<file path="config.mk">
export PLATFORM = sky130hd
export DESIGN_NAME = axi_wr_arbiter
export DESIGN_NICKNAME = d
export VERILOG_FILES = /design/src/rtl/axi_wr_arbiter.sv
export SDC_FILE = /design/constraint.sdc
export NUM_CORES = 1
export LEC_CHECK = 0
export CAP_MARGIN = 20
export CORE_AREA = 4 4 243 245
export DETAILED_ROUTE_END_ITERATION = 16
export DIE_AREA = 0 0 247 249
export GPL_TIMING_DRIVEN = 0
export PLACE_DENSITY_LB_ADDON = 0.12
export SYNTH_ARGS = -nofsm -noshare
export SYNTH_HDL_FRONTEND = slang
export SYNTH_SLANG_ARGS = --single-unit
export TNS_END_PERCENT = 1
</file>
<file path="constraint.sdc">
create_clock -name axi_aclk -period 2.12 [get_ports axi_aclk]
set_clock_uncertainty 0.15 [all_clocks]
set_input_delay 0.424 -clock axi_aclk [delete_from_list [all_inputs] [get_ports axi_aclk]]
set_output_delay 0.424 -clock axi_aclk [all_outputs]
set_load 0.02 [all_outputs]
</file>
<file path="src/rtl/axi_wr_arbiter.sv">
// Round-robin arbiter sharing one downstream AXI write port (AW/W/B) among NREQ requesters.
// The grant is held for a whole transaction; WLAST downstream comes from the local beat counter.
module axi_wr_arbiter #(
  parameter int NREQ = 4,
  parameter int AW   = 32,
  parameter int DW   = 64
) (
  input  logic                   axi_aclk,
  input  logic                   rst,
  input  logic [NREQ*AW-1:0]     req_awaddr,
  input  logic [NREQ*8-1:0]      req_awlen,
  input  logic [NREQ*3-1:0]      req_awsize,
  input  logic [NREQ*2-1:0]      req_awburst,
  input  logic [NREQ-1:0]        req_awvalid,
  output logic [NREQ-1:0]        req_awready,
  input  logic [NREQ*DW-1:0]     req_wdata,
  input  logic [NREQ*DW/8-1:0]   req_wstrb,
  input  logic [NREQ-1:0]        req_wlast,
  input  logic [NREQ-1:0]        req_wvalid,
  output logic [NREQ-1:0]        req_wready,
  output logic [1:0]             req_bresp,
  output logic [NREQ-1:0]        req_bvalid,
  input  logic [NREQ-1:0]        req_bready,
  output logic [AW-1:0]          m_awaddr,
  output logic [7:0]             m_awlen,
  output logic [2:0]             m_awsize,
  output logic [1:0]             m_awburst,
  output logic                   m_awvalid,
  input  logic                   m_awready,
  output logic [DW-1:0]          m_wdata,
  output logic [DW/8-1:0]        m_wstrb,
  output logic                   m_wlast,
  output logic                   m_wvalid,
  input  logic                   m_wready,
  input  logic [1:0]             m_bresp,
  input  logic                   m_bvalid,
  output logic                   m_bready,
  output logic [NREQ-1:0]        grant,
  output logic                   busy,
  output logic                   wlast_err
);

  localparam int IW = (NREQ > 1) ? $clog2(NREQ) : 1;
  localparam int SW = DW / 8;

  typedef enum logic [1:0] {IDLE, ADDR, DATA, RESP} state_t;

  state_t          r_state;
  state_t          w_nextState;
  logic [NREQ-1:0] r_grant;
  logic [IW-1:0]   r_gIdx;
  logic [IW-1:0]   r_lastGrant;
  logic [7:0]      r_beatCnt;
  logic            r_wlastErr;

  logic            w_found;
  logic [IW-1:0]   w_pickIdx;
  logic [IW-1:0]   w_cand;
  logic            w_awHs;
  logic            w_wHs;
  logic            w_bHs;

  // Round-robin search starting just after the previously served requester.
  always_comb begin
    w_found   = 1'b0;
    w_pickIdx = '0;
    w_cand    = '0;
    for (int k = 1; k <= NREQ; k++) begin
      w_cand = IW'((int'(r_lastGrant) + k) % NREQ);
      if (!w_found && req_awvalid[w_cand]) begin
        w_found   = 1'b1;
        w_pickIdx = w_cand;
      end
    end
  end

  assign m_awaddr  = req_awaddr[r_gIdx*AW +: AW];
  assign m_awlen   = req_awlen[r_gIdx*8 +: 8];
  assign m_awsize  = req_awsize[r_gIdx*3 +: 3];
  assign m_awburst = req_awburst[r_gIdx*2 +: 2];
  assign m_wdata   = req_wdata[r_gIdx*DW +: DW];
  assign m_wstrb   = req_wstrb[r_gIdx*SW +: SW];
  assign m_wlast   = (r_state == DATA) && (r_beatCnt == 8'd0);
  assign req_bresp = m_bresp;
  assign grant     = r_grant;
  assign busy      = (r_state != IDLE);
  assign wlast_err = r_wlastErr;

  // Handshake signals are routed only through the current phase, so IDLE keeps them all low.
  always_comb begin
    m_awvalid   = 1'b0;
    m_wvalid    = 1'b0;
    m_bready    = 1'b0;
    req_awready = '0;
    req_wready  = '0;
    req_bvalid  = '0;
    case (r_state)
      ADDR: begin
        m_awvalid           = req_awvalid[r_gIdx];
        req_awready[r_gIdx] = m_awready;
      end
      DATA: begin
        m_wvalid           = req_wvalid[r_gIdx];
        req_wready[r_gIdx] = m_wready;
      end
      RESP: begin
        m_bready           = req_bready[r_gIdx];
        req_bvalid[r_gIdx] = m_bvalid;
      end
      default: ;
    endcase
  end

  assign w_awHs = m_awvalid && m_awready;
  assign w_wHs  = m_wvalid && m_wready;
  assign w_bHs  = m_bvalid && m_bready;

  always_comb begin
    w_nextState = r_state;
    case (r_state)
      IDLE: if (w_found) w_nextState = ADDR;
      ADDR: if (w_awHs) w_nextState = DATA;
      DATA: if (w_wHs && (r_beatCnt == 8'd0)) w_nextState = RESP;
      RESP: if (w_bHs) w_nextState = IDLE;
      default: w_nextState = IDLE;
    endcase
  end

  always_ff @(posedge axi_aclk or posedge rst) begin
    if (rst) r_state <= IDLE;
    else     r_state <= w_nextState;
  end

  // Grant bookkeeping and beat counting; the counter stops at zero instead of wrapping.
  always_ff @(posedge axi_aclk or posedge rst) begin
    if (rst) begin
      r_grant     <= '0;
      r_gIdx      <= '0;
      r_lastGrant <= IW'(NREQ - 1);
      r_beatCnt   <= 8'd0;
      r_wlastErr  <= 1'b0;
    end else begin
      r_wlastErr <= w_wHs && (req_wlast[r_gIdx] != m_wlast);
      case (r_state)
        IDLE: if (w_found) begin
          r_grant <= NREQ'(1) << w_pickIdx;
          r_gIdx  <= w_pickIdx;
        end
        ADDR: if (w_awHs) r_beatCnt <= m_awlen;
        DATA: if (w_wHs && (r_beatCnt != 8'd0)) r_beatCnt <= r_beatCnt - 8'd1;
        RESP: if (w_bHs) begin
          r_lastGrant <= r_gIdx;
          r_grant     <= '0;
        end
        default: ;
      endcase
    end
  end

endmodule
</file>
==> summary.md, run 1 <==
| Metric | Value |
|---|---|
| Violations in the final reports | `setup timing` |
| Final count of pins violating max slew | `0` |
| Net count, final | `about 1500` |
| Wire per inst | `23.1 um` |
| Top achievable clock speed | `378 MHz` |
| Maximum number of pins on one net before global-route repair | `20` |
| Post-Synthesis Cells | `roughly 320` |
| Average cell area after synthesis | `about 13 um2` |
| Arrival time of the worst setup path | `between 2 and 2.5 ns` |
| Leakage power summed over all cells | `around 4.4 nW` |
| Rel. slew slack | `approximately 43%` |
| Number of flip-flops and latches in the synthesized netlist | `19` |
| Clock buffers created by TritonCTS | `3` |
| Register cell area after layout | `between 400 and 500 um2` |
| Critical path's slowest cell | `mux4_2` |
| Top flip-flop cell by instance count after synthesis | `dfrtp_1` |
| Critical path type | `register to output pin` |
| Final setup margin | `-0.523 ns` |
| Yosys top cell area share | `a little over three fifths` |
| Count leader, synth | `mux4_2` |
| Largest incremental delay on the critical path | `approximately 0.50 ns` |
| Root Buffer | `clkbuf_16` |
| Overflow left after global routing | `0` |
| Critical path startpoint category | `register` |
| CP top delay family | `buffers and inverters` |
| Final count of hold timing violations | `0` |
| Initial core utilization | `around 7.5%` |
| Total of warnings raised by yosys | `0` |
| Post-DR vias/cell | `around 3.5` |
| Die Height | `249 um` |
| Synthesized net count | `around 800` |
| Num rows | `88` |
| Clk sink count | `19` |
| Via count of the first global-routing pass | `just under 7000` |
| Maximum level of the CTS H-tree | `1` |
| I/O pin count | `roughly 630` |
| Fraction of layout instances using a drive strength above 1 | `roughly 35%` |
| Endpoint type of the worst setup path | `output pin` |
| Number of endpoints failing setup at the final stage | `~140` |
| Part of the cycle the worst path needs | `125%` |
| Total wire length after detailed routing | `approximately 40000 um` |
| Post-layout minimum cycle time | `about 2.6 ns` |
| Status | `finished, violations left` |
| Fraction of synthesis flops using an asynchronous set or reset pin | `100%` |
| Post-synthesis cell area | `roughly 4300 um2` |
| Detailed placer's ending HPWL | `between 30000 and 40000 um` |
| Iteration count of the initial detailed-routing pass | `4` |
| Number of max-capacitance violations reported | `0` |
| Placed Instances | `approximately 1700` |
| Post-CTS clock slew at the launch and capture registers of the worst setup and hold paths | `roughly 0.060 ns` |
| Deepest clock path buffer count | `2` |
| RSZ-0062 raised after global routing | `yes` |
| Slew @ Worst Pin | `approximately 0.86 ns` |
| Multi-input combinational cell area | `3710 um2` |
| Critical path fanouts, max | `10` |
| Count of different cell masters after synthesis | `52` |
| Core area | `about 57000 um2` |
| Bufs and invs on worst path | `6` |
| Worst EP required | `around 1.6 ns` |
| Number of flops mapped to enable cells by yosys | `0` |
| Power Dens Cells | `between 1000 and 1500 nW/um2` |
| Wire length of the first global-routing pass | `54100 um` |
| Cell breakdown of the critical path | `buf_6, buf_12, buf_12, buf_12, buf_12, mux4_2, clkdlybuf4s15_2` |
| Library cell occupying the most area in the post-synthesis netlist | `mux4_2` |
| Horizontal extent of the die | `roughly 250 um` |
| GRT Resource Usage Total | `~12%` |
| CTS tree | `yes` |
| Worst min-delay path category | `register to register` |
| Critical path's most frequent cell | `buf_12` |
| Drc violations | `0` |
| Antenna viol nets, final | `0` |
| Ranking of synthesized cells by instance count | `mux4_2 (119), nor2_1 (18), dfrtp_1 (17)` |
| Last weighted congestion value of the routability-driven placer | `slightly below 0.9` |
| Filler cells | `between 6000 and 7000` |
| Overall die area | `a little over 60000 um2` |
| Count of input and output buffers | `between 600 and 700` |
| Post-CTS Hold Buffers | `0` |
| Worst skew pair latency | `between 0.2 and 0.3 ns` |
| Worst vdd rail ir drop | `roughly 400 uV` |
| Final cell count without fillers | `approximately 1700` |
| First-iteration detailed-routing DRC count | `between 200 and 250` |
| Portion of the post-synthesis area used by sequential elements | `between 10% and 20%` |
| Area added between synthesis and finish | `182%` |
| Ranking of synthesized cells by area | `mux4_2 (62%), dfrtp_1 (9.9%), ha_1 (1.7%)` |
| Via count | `between 6000 and 7000` |
| Final total power | `approximately 14 mW` |
| Initial antenna violation count | `6` |
## kinds of logic (layout without fill, tap and decap cells)
logic type                 count (synthesis)  in the layout  synth area share (%)
muxes                                    131            131                  65.5
and+or+nand+nor                           64             64                  8.25
buffers and inverters                     50            698                  5.22
AOI/OAI and AO/OA                         47             47                  7.96
DFF                                       19             19                  11.1
adders and majority gates                  6              6                  1.75
xor gates and xnor gates                   1              1                 0.204
other                                      0              5                     0
## worst paths after layout
path | from | end | slack, ns | depth (start not counted)
worst max-delay path | r_gIdx[0] | m_wdata[25] | -0.52 | 7
worst min-delay path | grant[0] | grant[0] | 0.38 | 2
worst max register to register | r_gIdx[0] | r_state[1] | -0.18 | 6
worst min register to register | grant[0] | grant[0] | 0.38 | 2
max in group asynchronous | rst | r_state[1] | 0.73 | 2
min in group asynchronous | rst | r_beatCnt[3] | 0.50 | 2
## layer usage
layer	track usage [%]	wire length (um)
met1	13.8	15000
met2	23.6	21800
met3	3.14	2980
met4	1.43	304
met5	0	0
## power breakdown
part / leakage (nW) / total, mW / internal, mW / switching, mW
registers: 0.219 / 0.741 / 0.546 / 0.195
logic: 4.16 / 12.5 / 6.40 / 6.09
clock network: 0.0382 / 0.400 / 0.256 / 0.144
## registers in the layout, summed over array words and instances, names as in the netlist
name,cells
r_beatCnt,8
grant,4
r_gIdx,2
wlast_err,1
r_state,2
r_lastGrant,2
## what timing repair did
action | 4_1_cts | 5_1_grt
pin swaps | 2 | 6
buffers inserted | 11 | 4
setup endpoints to repair | 150 | 148
cloned | 1 | 0
gates resized for setup | 660 | 82
## metrics by stage
stage | utilization (%) | setup slack (ns) | instance area [um2] | hold slack (ns) | setup TNS, ns
floorplan | - | -0.0748 | 4370 | 0.224 | -3.83
global placement | 20.3 | -1.82 | 11600 | 0.374 | -189.94
detailed placement | 20.3 | -1.85 | 11600 | 0.357 | -192.46
CTS | 20.9 | -0.665 | 11900 | 0.381 | -58.10
global route | 21.2 | -0.649 | 12100 | 0.432 | -59.31
finish | 21.2 | -0.523 | 12100 | 0.380 | -46.35
## cell usage in the layout, fill, tap and decap left out, types with 4 or more instances in the layout
cell,count
clkdlybuf4s50_1,493
mux4_2,119
buf_2,55
buf_6,46
buf_4,27
buf_12,20
clkdlybuf4s15_2,19
nor2_1,15
dfrtp_1,15
inv_1,12
a31oi_1,7
nand2_1,6
o21ai_0,6
a21oi_1,6
a41o_1,6
diode_2,5
nand2b_1,5
mux2i_1,5
clkbuf_4,5
clkbuf_8,5
dlygate4sd2_1,5
nand3_1,4
clkbuf_16,4
and2_1,4
## layout make-up
type	instances	share of cell area (%)
tap	765	7.90
sequential	19	3.97
buffer	37	4.77
timing repair buffer	644	51.6
inverter	13	0.403
multi-input combinational	249	30.6
antenna	5	0.103
clock buffer	4	0.651
## worst register-to-register path, cell delays in order (launching register included)
cell     delay, ns
dfrtp_1       0.37
buf_6         0.13
buf_4         0.14
mux2i_2       0.16
o221a_2       0.35
or4b_4        0.57
mux2_4        0.32
Note: power is estimated with default switching activity, not from simulation.
==> run 2, diff against run 1 <==
--- a/config.mk
+++ b/config.mk
@@ -11,6 +11,7 @@
 export DIE_AREA = 0 0 247 249
 export GPL_TIMING_DRIVEN = 0
 export PLACE_DENSITY_LB_ADDON = 0.12
+export SLEW_MARGIN = 25
 export SYNTH_ARGS = -nofsm -noshare
 export SYNTH_HDL_FRONTEND = slang
 export SYNTH_SLANG_ARGS = --single-unit
==> results of run 2 <==
No change in the layout: final DEF, timing and power equal those of run 1.
==> run 3, diff against run 2 <==
--- a/config.mk
+++ b/config.mk
@@ -11,7 +11,6 @@
 export DIE_AREA = 0 0 247 249
 export GPL_TIMING_DRIVEN = 0
 export PLACE_DENSITY_LB_ADDON = 0.12
-export SLEW_MARGIN = 25
 export SYNTH_ARGS = -nofsm -noshare
 export SYNTH_HDL_FRONTEND = slang
 export SYNTH_SLANG_ARGS = --single-unit
==> results of run 3 <==
No change in the layout: final DEF, timing and power equal those of run 1.
